==> src/rtl/fetch_pkg.sv <==
// fetch_pkg: state encoding, PC step, default vectors and redirect source priority
package fetch_pkg;
  typedef enum logic [1:0] {BOOT, REQ, KILL, HOLD} state_e;
  typedef enum logic [1:0] {SRC_NONE, SRC_BR, SRC_JMP, SRC_EXC} redir_src_e;
  localparam int unsigned PC_STEP = 4;
  localparam logic [31:0] DEF_RESET_VECTOR = 32'h0000_0000;
  localparam logic [31:0] DEF_EXC_VECTOR = 32'h0000_0080;
  function automatic redir_src_e redir_src(input logic exc, input logic jmp, input logic br);
    return exc ? SRC_EXC : jmp ? SRC_JMP : br ? SRC_BR : SRC_NONE;
  endfunction
endpackage

==> src/rtl/fetch_redirect_sel.sv <==
// fetch_redirect_sel: picks the highest-priority redirect and word-aligns its target
module fetch_redirect_sel
  import fetch_pkg::*;
#(
  parameter int AW = 32,
  parameter logic [AW-1:0] EXC_VECTOR = AW'(DEF_EXC_VECTOR)
) (
  input  logic          exc_req,
  input  logic          jmp_req,
  input  logic [AW-1:0] jmp_target,
  input  logic          br_taken,
  input  logic [AW-1:0] br_target,
  output logic          redir,
  output logic [AW-1:0] target
);
  redir_src_e src;
  logic [AW-1:0] raw;
  always_comb begin
    src = redir_src(exc_req, jmp_req, br_taken);
    raw = src == SRC_EXC ? EXC_VECTOR : src == SRC_JMP ? jmp_target : br_target;
    redir = src != SRC_NONE;
    target = raw & ~AW'(3);
  end
endmodule

==> src/rtl/fetch_ctrl.sv <==
// fetch_ctrl: PC owner and imem request sequencer; define FETCH_CNT_EN to add fetch_count
module fetch_ctrl
  import fetch_pkg::*;
#(
  parameter int AW = 32,
  parameter logic [AW-1:0] RESET_VECTOR = AW'(DEF_RESET_VECTOR),
  parameter logic [AW-1:0] EXC_VECTOR = AW'(DEF_EXC_VECTOR)
) (
  input  logic          clk,
  input  logic          reset,
  input  logic          stall,
  input  logic          exc_req,
  input  logic          jmp_req,
  input  logic [AW-1:0] jmp_target,
  input  logic          br_taken,
  input  logic [AW-1:0] br_target,
  output logic          imem_req,
  output logic [AW-1:0] imem_addr,
  input  logic          imem_ack,
  input  logic [31:0]   imem_rdata,
  output logic          if_valid,
  output logic [31:0]   if_instr,
  output logic [AW-1:0] if_pc
`ifdef FETCH_CNT_EN
  ,
  output logic [31:0]   fetch_count
`endif
);
  state_e state_q, state_d;
  logic [AW-1:0] pc_q, pc_d, pend_q, pend_d, if_pc_q, if_pc_d, target, pc_inc;
  logic [31:0] if_instr_q, if_instr_d;
  logic if_valid_q, if_valid_d, redir;
  fetch_redirect_sel #(.AW(AW), .EXC_VECTOR(EXC_VECTOR)) u_sel (
    .exc_req(exc_req),
    .jmp_req(jmp_req),
    .jmp_target(jmp_target),
    .br_taken(br_taken),
    .br_target(br_target),
    .redir(redir),
    .target(target)
  );
  assign pc_inc = pc_q + AW'(PC_STEP);
  always_comb begin
    state_d = state_q;
    pc_d = pc_q;
    pend_d = pend_q;
    if_valid_d = if_valid_q;
    if_instr_d = if_instr_q;
    if_pc_d = if_pc_q;
    case (state_q)
      BOOT: begin
        state_d = REQ;
        pc_d = redir ? target : pc_q;
      end
      REQ:
        if (imem_ack) begin
          if_valid_d = !redir;
          if (redir) pc_d = target;
          else begin
            pc_d = pc_inc;
            if_instr_d = imem_rdata;
            if_pc_d = pc_q;
            state_d = stall ? HOLD : REQ;
          end
        end else if (redir) begin
          // the in-flight request must still complete at the old address
          if_valid_d = 1'b0;
          pend_d = target;
          state_d = KILL;
        end else if (!stall) if_valid_d = 1'b0;
      KILL: begin
        if_valid_d = 1'b0;
        pend_d = redir ? target : pend_q;
        if (imem_ack) begin
          pc_d = pend_d;
          state_d = REQ;
        end
      end
      HOLD:
        if (redir || !stall) begin
          if_valid_d = 1'b0;
          pc_d = redir ? target : pc_q;
          state_d = REQ;
        end
      default: state_d = BOOT;
    endcase
  end
  always_ff @(posedge clk or posedge reset)
    if (reset) begin
      state_q <= BOOT;
      pc_q <= RESET_VECTOR;
      pend_q <= '0;
      if_valid_q <= 1'b0;
      if_instr_q <= '0;
      if_pc_q <= '0;
    end else begin
      state_q <= state_d;
      pc_q <= pc_d;
      pend_q <= pend_d;
      if_valid_q <= if_valid_d;
      if_instr_q <= if_instr_d;
      if_pc_q <= if_pc_d;
    end
  assign imem_req = state_q == REQ || state_q == KILL;
  assign imem_addr = pc_q;
  assign if_valid = if_valid_q;
  assign if_instr = if_instr_q;
  assign if_pc = if_pc_q;
`ifdef FETCH_CNT_EN
  logic [31:0] cnt_q, cnt_d;
  always_comb cnt_d = cnt_q + {31'd0, if_valid_q & ~stall};
  always_ff @(posedge clk or posedge reset)
    if (reset) cnt_q <= '0;
    else cnt_q <= cnt_d;
  assign fetch_count = cnt_q;
`endif
endmodule

==> config.mk <==
export PLATFORM = sky130hd
export DESIGN_NAME = fetch_ctrl
export DESIGN_NICKNAME = d
export VERILOG_FILES = /design/src/rtl/fetch_pkg.sv /design/src/rtl/fetch_redirect_sel.sv /design/src/rtl/fetch_ctrl.sv
export SDC_FILE = /design/constraint.sdc
export NUM_CORES = 1
export LEC_CHECK = 0
export ABC_CLOCK_PERIOD_IN_PS = 5030
export CELL_PAD_IN_SITES_DETAIL_PLACEMENT = 0
export CELL_PAD_IN_SITES_GLOBAL_PLACEMENT = 2
export CORE_MARGIN = 2
export CORE_UTILIZATION = 30
export CTS_CLUSTER_DIAMETER = 100
export DETAILED_ROUTE_END_ITERATION = 12
export GPL_TIMING_DRIVEN = 0
export HOLD_SLACK_MARGIN = 0.05
export PLACE_DENSITY_LB_ADDON = 0.05
export SYNTH_ARGS = -nofsm -noshare
export SYNTH_HDL_FRONTEND = slang
export SYNTH_SLANG_ARGS = --single-unit
export TNS_END_PERCENT = 10
==> constraint.sdc <==
create_clock -name clk -period 5.03 [get_ports clk]
set_input_delay 1.006 -clock clk [delete_from_list [all_inputs] [get_ports clk]]
set_output_delay 1.006 -clock clk [all_outputs]
set_load 0.01 [all_outputs]
==> impl_metrics.env, run 1 <==
export IMPL_coreArea_mm2=0.02243
export IMPL_synth_cells=626
export IMPL_synth_warnings=0
export IMPL_syn2layout_area_growth_pct=43.68
export IMPL_reg2reg_slack_ns=2.24
export IMPL_yosys_area_top_type="dfrtp_1"
export IMPL_drv_slew=0
export IMPL_crit_path_start_kind="input pin"
export IMPL_num_vias=5963
export IMPL_setup_viol=0
export IMPL_finalWeightedCongestion=0.8265
export IMPL_port_buffers=192
export IMPL_start_util=0.3029
export IMPL_max_slew_margin=0.3947
export IMPL_h_tree_depth=4
export IMPL_ioPinCount=201
export IMPL_powerDensity_mw_per_mm2=578.3
export IMPL_finalNetCount=946
export IMPL_synth_main_ff_cell="dfrtp_1"
export IMPL_ys_seq_area_frac=0.4824
export IMPL_clkTransAtPathRegs_ns=0.06
export IMPL_grt_max_degree=79
export IMPL_grt_antenna_before_repair=0
export IMPL_hold_buffers=0
export IMPL_dp_hpwl_um=16980
export IMPL_worst_slew_pin_slew_ns=0.9046
export IMPL_grt_pass1_vias=6080
export IMPL_cts_setup_buffers=0
export IMPL_root_buffer="clkbuf_16"
export IMPL_drt_pre_antenna_iters=5
export IMPL_timing_final_ws_setup_ns=2.222
export IMPL_grt_total_usage=0.1942
export IMPL_cts_tree="yes"
export IMPL_period_share=0.5582
export IMPL_crit_fanout=10
export IMPL_die_y_um=154.5
export IMPL_num_rows=55
export IMPL_synth_nets=734
export IMPL_finalHoldViolations=0
export IMPL_async_flop_share=1.000
export IMPL_rsz0062_at_grt="false"
export IMPL_layout_drive_gt1_share=0.1859
export IMPL_die_x_um=154.5
export IMPL_wl_um=22890
export IMPL_cp_required_ns=5.29
export IMPL_worstPathArrival_ns=3.07
export IMPL_syn_avg_cell_area_um2=10.86
export IMPL_ys_seq_elements=131
export IMPL_fmaxAchievable_mhz=356.1
export IMPL_die_area_mm2=0.02387
export IMPL_cts_made_buffers=17
export IMPL_irDropWorstVdd_mv=0.1865
export IMPL_critPathCaptureType="flop"
export IMPL_clock_sinks=131
export IMPL_holdWs_ns=0.4823
export IMPL_maxCapViolations=0
export IMPL_fin_crit_ns=2.808
export IMPL_synth_area_mm2=0.006795
export IMPL_drtIter0Drc=398
export IMPL_fin_skew_ns=0.008317
export IMPL_ant_nets=0
export IMPL_synth_most_common_cell="dfrtp_1"
export IMPL_wl_per_cell_um=20.17
export IMPL_grt_overflow=0
export IMPL_synth_edf_count=0
export IMPL_clockBufferDepth=2
export IMPL_vias_per_cell=5.254
export IMPL_status="completed"
export IMPL_synthTopCellsByCount="dfrtp_1 (131), mux2_2 (83), nand2_1 (41), nor2_1 (41), o21ai_0 (37)"
export IMPL_synth_top_cell_area_share=0.4824
export IMPL_synth_area_top_cells="dfrtp_1 (48%), mux2_2 (14%), mux2i_1 (4.4%)"
export IMPL_drc_errors=0
export IMPL_p_leak_nw=4.148
export IMPL_cts_repair_resized=0
export IMPL_crit_type="in2reg"
export IMPL_grt_pass1_wl_um=35560
export IMPL_antenna_cells=0
export IMPL_hold_class="reg2reg"
export IMPL_clock_latency_ns=0.42
export IMPL_pre_cts_slack_ns=1.773
export IMPL_synthDistinctLibCells=62
-- area by class of cell --
cell class	count	area, um^2
multi-input cells	434	3221
flip-flops and latches	131	3278
clock buffers	19	452.9
well taps	285	356.6
clock inverters	12	203.9
inverters	13	53.80
fillers	2161	12670
plain buffers	48	247.7
repair buffers	193	1949
-- where the power goes --
part / total (mW) / internal (mW) / switching, mW
Sequential: 1.90 / 1.52 / 0.378
Clock: 1.39 / 0.905 / 0.483
Combinational: 2.36 / 1.23 / 1.13
-- worst max-delay path, cell delays in order --
cell and delay (ns):
clkdlybuf4s50_1 0.47, a2bb2oi_1 0.27, o22ai_1 0.23, buf_2 0.26, a221oi_1 0.58, o2bb2ai_1 0.19
a21oi_1 0.06
-- sequential cells by signal, summed over array words and instances (netlist names) --
name	flops
if_instr	32
if_pc	32
if_valid	1
imem_addr	32
pend_q	32
state_q	2
-- stage by stage --
step           instances  area, um^2    util  total power, mW  setup TNS (ns)
6_report            1135        9763  0.4352            5.646               0
5_1_grt             1135        9763  0.4352            5.975               0
4_1_cts             1135        9763  0.4352            5.703               0
3_5_place_dp        1104        9106  0.4059            4.298               0
3_3_place_gp        1103        9074  0.4045            4.241         -199.14
2_1_floorplan        626        6795       -            3.033               0
-- per-layer routing --
layer  wire [um]  up-vias  track usage
li1            -     2764            -
met1       10820     2971       0.2687
met4         188        0      0.04101
met5           0        -            0
met3        1196       14      0.03614
met2       10690      214       0.3187
-- final timing paths --
| kind | start | cells after the start | endpoint |
|---|---|---|---|
| min in group asynchronous | reset | 2 | if_instr[3] |
| worst max-delay path | stall | 7 | imem_addr[22] |
| max in group asynchronous | reset | 3 | imem_addr[20] |
| worst min register to register | if_pc[18] | 2 | if_pc[18] |
| worst min-delay path | if_pc[18] | 2 | if_pc[18] |
| worst max register to register | state_q[1] | 6 | if_pc[22] |
-- cell families (layout without fill, tap and decap cells) --
group / Yosys count / in the layout / share of synthesized area
AOI/OAI and AO/OA: 161 / 161 / 0.1606
xor gates and xnor gates: 3 / 3 / 0.003867
adders and majority gates: 5 / 5 / 0.009206
buffers and inverters: 61 / 285 / 0.04364
DFF: 131 / 131 / 0.4824
muxes: 113 / 113 / 0.1817
and+or+nand+nor: 152 / 152 / 0.1186
-- cells in the final DEF, fill, tap and decap left out, types with 18 or more instances in the layout --
cell type,Yosys,final
a21oi_1,18,18
buf_2,18,18
clkbuf_1,22,22
clkdlybuf4s50_1,0,192
dfrtp_1,131,131
mux2_2,83,83
mux2i_1,30,30
nand2_1,41,41
nor2_1,41,41
o21ai_0,37,37
(Power assumes the default switching activity.)
==> inputs of run 2 (changes only) <==
--- a/config.mk
+++ b/config.mk
@@ -5,11 +5,11 @@
 export SDC_FILE = /design/constraint.sdc
 export NUM_CORES = 1
 export LEC_CHECK = 0
-export ABC_CLOCK_PERIOD_IN_PS = 5030
+export ABC_CLOCK_PERIOD_IN_PS = 2400
 export CELL_PAD_IN_SITES_DETAIL_PLACEMENT = 0
 export CELL_PAD_IN_SITES_GLOBAL_PLACEMENT = 2
 export CORE_MARGIN = 2
-export CORE_UTILIZATION = 30
+export CORE_UTILIZATION = 27
 export CTS_CLUSTER_DIAMETER = 100
 export DETAILED_ROUTE_END_ITERATION = 12
 export GPL_TIMING_DRIVEN = 0
==> constraint.sdc (replaced) <==
create_clock -name clk -period 2.4 [get_ports clk]
set_input_delay 0.48 -clock clk [delete_from_list [all_inputs] [get_ports clk]]
set_output_delay 0.48 -clock clk [all_outputs]
set_load 0.01 [all_outputs]
==> run 2 against run 1 <==
Net effect: clock skew increased by 0.00062 ns; cell count increased by 4.7%; non-clock buffer count increased by 7; sequential power increased by 110%; global-route usage decreased by 1.3 points; count of clock-buffer cells in the layout unchanged; via count decreased by 0.20%; clock power increased by 98%; wire length increased by 3.7%; critical path type is now reg2reg; critical endpoint is now if_pc[22].
==> impl_metrics.env, run 2 (synthesis gave the netlist of run 1 again) <==
export IMPL_status="completed"
export IMPL_crit_fanout=10
export IMPL_max_slew_margin=0.5554
export IMPL_clock_sinks=131
export IMPL_syn2layout_area_growth_pct=47.36
export IMPL_final_common_cell="clkdlybuf4s50_1"
export IMPL_placed_area_mm2=0.009214
export IMPL_crit_family="buffers and inverters"
export IMPL_cp_slowest_cell="dfrtp_1"
export IMPL_powerDensity_mw_per_mm2=1185
export IMPL_fin_crit_ns=2.294
export IMPL_reg2reg_slack_ns=0.11
export IMPL_wl_per_cell_um=19.98
export IMPL_irDropWorstVdd_mv=0.4449
export IMPL_grt_antenna_before_repair=0
export IMPL_wl_um=23740
export IMPL_maxCapViolations=0
export IMPL_cts_made_buffers=17
export IMPL_num_vias=5951
export IMPL_crit_buf_inv=3
export IMPL_mostFrequentLayoutCells="clkdlybuf4s50_1 (192), dfrtp_1 (131), mux2_2 (83)"
export IMPL_layout_drive_gt1_share=0.2238
export IMPL_clockBufferDepth=2
export IMPL_h_tree_depth=4
export IMPL_drt_pre_antenna_iters=4
export IMPL_area_sequential_mm2=0.003278
export IMPL_ant_nets=0
export IMPL_grt_total_usage=0.1811
export IMPL_die_y_um=162.6
export IMPL_ioPinCount=201
export IMPL_coreArea_mm2=0.02496
export IMPL_root_buffer="clkbuf_16"
export IMPL_drv_slew=0
export IMPL_fmaxAchievable_mhz=435.9
export IMPL_grt_max_degree=36
export IMPL_clock_latency_ns=0.43
export IMPL_die_x_um=162.6
export IMPL_drc_errors=0
export IMPL_num_rows=58
export IMPL_vias_per_cell=5.009
export IMPL_hold_class="in2async"
export IMPL_fin_tns_setup_ns=0
export IMPL_finalWeightedCongestion=0.8336
export IMPL_p_leak_nw=4.237
export IMPL_setup_viol=0
export IMPL_port_buffers=192
export IMPL_cts_tree="yes"
export IMPL_multi_input_area_mm2=0.003312
export IMPL_grt_pass1_wl_um=35940
export IMPL_cpPeakStageDelay_ns=0.41
export IMPL_finalHoldViolations=0
export IMPL_period_share=0.9559
export IMPL_dp_hpwl_um=17910
export IMPL_fillers=2506
export IMPL_path_cells="inv_2, ha_1, clkbuf_2, nand3_2, clkbuf_2, mux2_2"
export IMPL_worst_slew_pin_slew_ns=0.6613
export IMPL_crit_top_cell="clkbuf_2"
export IMPL_drtIter0Drc=340
export IMPL_crit_path_start_kind="flop"
export IMPL_grt_pass1_vias=5951
export IMPL_critPathCaptureType="flop"
export IMPL_antenna_cells=0
export IMPL_clkTransAtPathRegs_ns=0.06
export IMPL_start_util=0.2722
export IMPL_finalNetCount=953
export IMPL_worstPathArrival_ns=2.60
export IMPL_die_area_mm2=0.02645
export IMPL_crit_type="reg2reg"
export IMPL_cp_required_ns=2.71
export IMPL_rsz0062_at_grt="true"
export IMPL_grt_overflow=0
export IMPL_fin_util=0.4011
export IMPL_final_area_mm2=0.01001
export IMPL_fin_skew_ns=0.008935
[run 2: cell count changes in the layout (fill, tap and decap cells not counted), sizes merged]
cell | previous run | this run
buf | 27 | 31
bufinv | 5 | 3
clkbuf | 41 | 44
clkinv | 3 | 2
clkinvlp | 3 | 5
inv | 14 | 16
[run 2: per-stage QoR]
step	power, mW	instances	setup WS [ns]	hold slack [ns]
floorplan	6.357	626	0.2190	0.4483
finish	11.87	1188	0.1058	0.4650
CTS	11.92	1188	-0.01856	0.4639
detailed placement	9.041	1152	-0.4074	0.4687
global placement	8.936	1148	-1.087	0.4654
global route	12.59	1188	-0.04380	0.4800
[run 2: layout make-up]
cell class | count | area share
Multi-Input combinational cell | 434 | 0.3307
Sequential cell | 131 | 0.3274
Tap cell | 330 | 0.04123
Clock buffer | 19 | 0.04423
Timing Repair Buffer | 201 | 0.2054
Inverter | 13 | 0.005248
Clock inverter | 13 | 0.01749
Buffer | 47 | 0.02824
[run 2: worst reg2reg max path, cell delays in order, from the launching register on]
cell and delay, ns:
dfrtp_1 0.41, inv_2 0.11, ha_1 0.34, clkbuf_2 0.31
nand3_2 0.32, clkbuf_2 0.36, mux2_2 0.33
[run 2: layer usage]
metal / global-route usage / vias up / part of all wire
met4: 0.05390 / 0 / 0.016
met3: 0.03972 / 23 / 0.060
li1: - / 2780 / -
met5: 0 / - / 0
met1: 0.2485 / 2919 / 0.47
met2: 0.2868 / 229 / 0.45
[run 2: power by group]
group	leakage [nW]	internal [mW]	switching [mW]
registers	1.69	3.19	0.799
clock network	0.289	1.68	1.07
logic	2.26	2.71	2.42
[run 2: repair_timing]
action	in CTS	in global routing
resized for setup	17	29
buffers inserted	4	0
setup endpoints to repair	98	75
hold buffers	0	0
cloned	0	1
pin swaps	1	3
[run 2: worst paths after layout]
kind / cells past startpoint / end / start
setup / recovery: 6 / if_pc[22] / state_q[1]
hold / removal: 2 / imem_addr[0] / reset
setup reg to reg: 6 / if_pc[22] / state_q[1]
hold reg to reg: 2 / pend_q[24] / pend_q[24]
max in group asynchronous: 3 / if_pc[15] / reset
min in group clk: 2 / pend_q[24] / pend_q[24]
==> inputs of run 3 (changes only) <==
--- a/config.mk
+++ b/config.mk
@@ -10,6 +10,7 @@
 export CELL_PAD_IN_SITES_GLOBAL_PLACEMENT = 2
 export CORE_MARGIN = 2
 export CORE_UTILIZATION = 27
+export CTS_BUF_LIST = sky130_fd_sc_hd__clkbuf_16
 export CTS_CLUSTER_DIAMETER = 100
 export DETAILED_ROUTE_END_ITERATION = 12
 export GPL_TIMING_DRIVEN = 0
==> run 3 against run 2 <==
Net effect: cell count unchanged; first-iteration DRC count stayed put; sequential share of layout area is essentially flat; largest cell class unchanged; largest power group unchanged.
==> impl_metrics.env, run 3 (synthesis gave the netlist of run 1 again) <==
export IMPL_final_area_mm2=0.01000
export IMPL_ioPinCount=201
export IMPL_final_cells=1188
export IMPL_grt_antenna_before_repair=0
export IMPL_hold_buffers=0
export IMPL_max_slew_margin=0.5554
export IMPL_total_power_mw=11.83
export IMPL_grt_pass1_vias=5951
export IMPL_combPwrFrac=0.434
export IMPL_setup_viol=0
export IMPL_r2r_end="if_pc[22]"
export IMPL_fmaxAchievable_mhz=435.6
export IMPL_die_x_um=162.6
export IMPL_finalNetCount=953
export IMPL_worst_slew_pin_slew_ns=0.6613
export IMPL_mostFrequentLayoutCells="clkdlybuf4s50_1 (192), dfrtp_1 (131), mux2_2 (83)"
export IMPL_drt_pre_antenna_iters=4
export IMPL_grt_met2_usage=0.2868
export IMPL_wl_per_cell_um=19.98
export IMPL_start_util=0.2722
export IMPL_holdWs_ns=0.4651
export IMPL_worstPathArrival_ns=2.60
export IMPL_clkTransAtPathRegs_ns=0.06
export IMPL_rsz0062_at_grt="true"
export IMPL_period_share=0.9566
export IMPL_rr_startpoint="state_q[1]"
export IMPL_maxCapViolations=0
export IMPL_cp_required_ns=2.71
export IMPL_placed_area_mm2=0.009214
export IMPL_final_common_cell="clkdlybuf4s50_1"
export IMPL_powerDensity_mw_per_mm2=1182
export IMPL_p_switching_mw=4.284
export IMPL_clock_sinks=131
export IMPL_crit_type="reg2reg"
export IMPL_grt_max_degree=36
export IMPL_clock_latency_ns=0.43
export IMPL_met1_usage=0.2485
export IMPL_pre_cts_slack_ns=-0.4074
export IMPL_die_area_mm2=0.02645
export IMPL_wl_um=23740
export IMPL_hold_class="in2async"
export IMPL_antenna_cells=0
export IMPL_critPathCaptureType="flop"
export IMPL_fin_crit_ns=2.296
export IMPL_dp_cells=1152
export IMPL_grt_overflow=0
export IMPL_crit_fanout=10
export IMPL_port_buffers=192
export IMPL_ff2ff_path_depth=6
export IMPL_gr_max_usage_layer="met2"
export IMPL_finalHoldViolations=0
export IMPL_grt_total_usage=0.1811
export IMPL_irDropWorstVdd_mv=0.4447
export IMPL_grt_pass1_wl_um=35940
export IMPL_p_leak_nw=4.235
export IMPL_coreArea_mm2=0.02496
export IMPL_timing_final_ws_setup_ns=0.1043
export IMPL_fin_tns_setup_ns=0
export IMPL_num_vias=5949
export IMPL_crit_path_start_kind="flop"
export IMPL_reg2reg_slack_ns=0.10
export IMPL_cts_tree="yes"
export IMPL_die_y_um=162.6
export IMPL_power_share_switching=0.3622
export IMPL_drv_slew=0
export IMPL_ant_nets=0
export IMPL_dp_hpwl_um=17910
export IMPL_finalWeightedCongestion=0.8336
export IMPL_clockBufferDepth=2
export IMPL_root_buffer="clkbuf_16"
export IMPL_drtIter0Drc=340
export IMPL_fin_util=0.4007
export IMPL_num_rows=58
export IMPL_vias_per_cell=5.008
export IMPL_drc_errors=0
export IMPL_h_tree_depth=4
export IMPL_syn2layout_area_growth_pct=47.21
export IMPL_cts_made_buffers=17
export IMPL_met3_usage=0.03972
export IMPL_seqPwrFrac=0.337
export IMPL_fin_skew_ns=0.009908
export IMPL_p_int_mw=7.543
export IMPL_status="completed"
export IMPL_layout_drive_gt1_share=0.2226
export IMPL_clockPowerShare=0.229
-- run 3: cell types whose count changed in the layout (fill, tap and decap cells not counted), sizes merged --
cell / change
clkbuf: -2
clkinv: +1
inv: +1
-- run 3: power by group through the flow --
stage	combinational, mW	sequential [mW]	clock [mW]
2_1_floorplan	2.20	4.16	0
3_3_place_gp	4.96	3.98	0
3_5_place_dp	5.00	4.04	0
4_1_cts	5.11	3.99	2.78
5_1_grt	5.54	4.14	2.87
6_report	5.13	3.98	2.71
-- run 3: how the worst max path moves through the flow --
stage	start	end	slack, ns	cells after the start
6_report	state_q[1]	if_pc[22]	0.10	6
5_1_grt	state_q[0]	imem_addr[17]	-0.04	9
4_1_cts	state_q[1]	imem_addr[14]	-0.02	7
3_5_place_dp	state_q[0]	imem_addr[15]	-0.41	9
3_3_place_gp	reset	if_pc[26]	-1.09	2
2_1_floorplan	state_q[0]	imem_addr[13]	0.22	8
-- run 3: repair_timing --
item | 4_1_cts | 5_1_grt
setup endpoints to repair | 98 | 75
hold endpoints to repair | 0 | 0
gates cloned | 0 | 1
buffers inserted | 4 | 0
resized for setup | 17 | 29
pin swaps | 1 | 3
-- run 3: layer usage --
layer | share of wire | routed length (um) | vias up
met4 | 0.016 | 387 | 0
met2 | 0.45 | 10790 | 231
li1 | - | - | 2780
met5 | 0 | 0 | -
met1 | 0.47 | 11110 | 2915
met3 | 0.061 | 1460 | 23
-- run 3: critical path, cell delays in order (launching register included) --
cell      delay [ns]
dfrtp_1         0.41
inv_2           0.11
ha_1            0.34
clkbuf_2        0.30
nand3_2         0.32
clkbuf_2        0.36
mux2_2          0.33
-- run 3: layout make-up --
cell class	count	area, um^2
multi-input cells	434	3312
flip-flops and latches	131	3278
clock inverters	15	182.7
repair buffers	201	2057
fillers	2507	14960
plain buffers	47	282.8
inverters	13	52.55
well taps	330	412.9
clock buffers	17	425.4
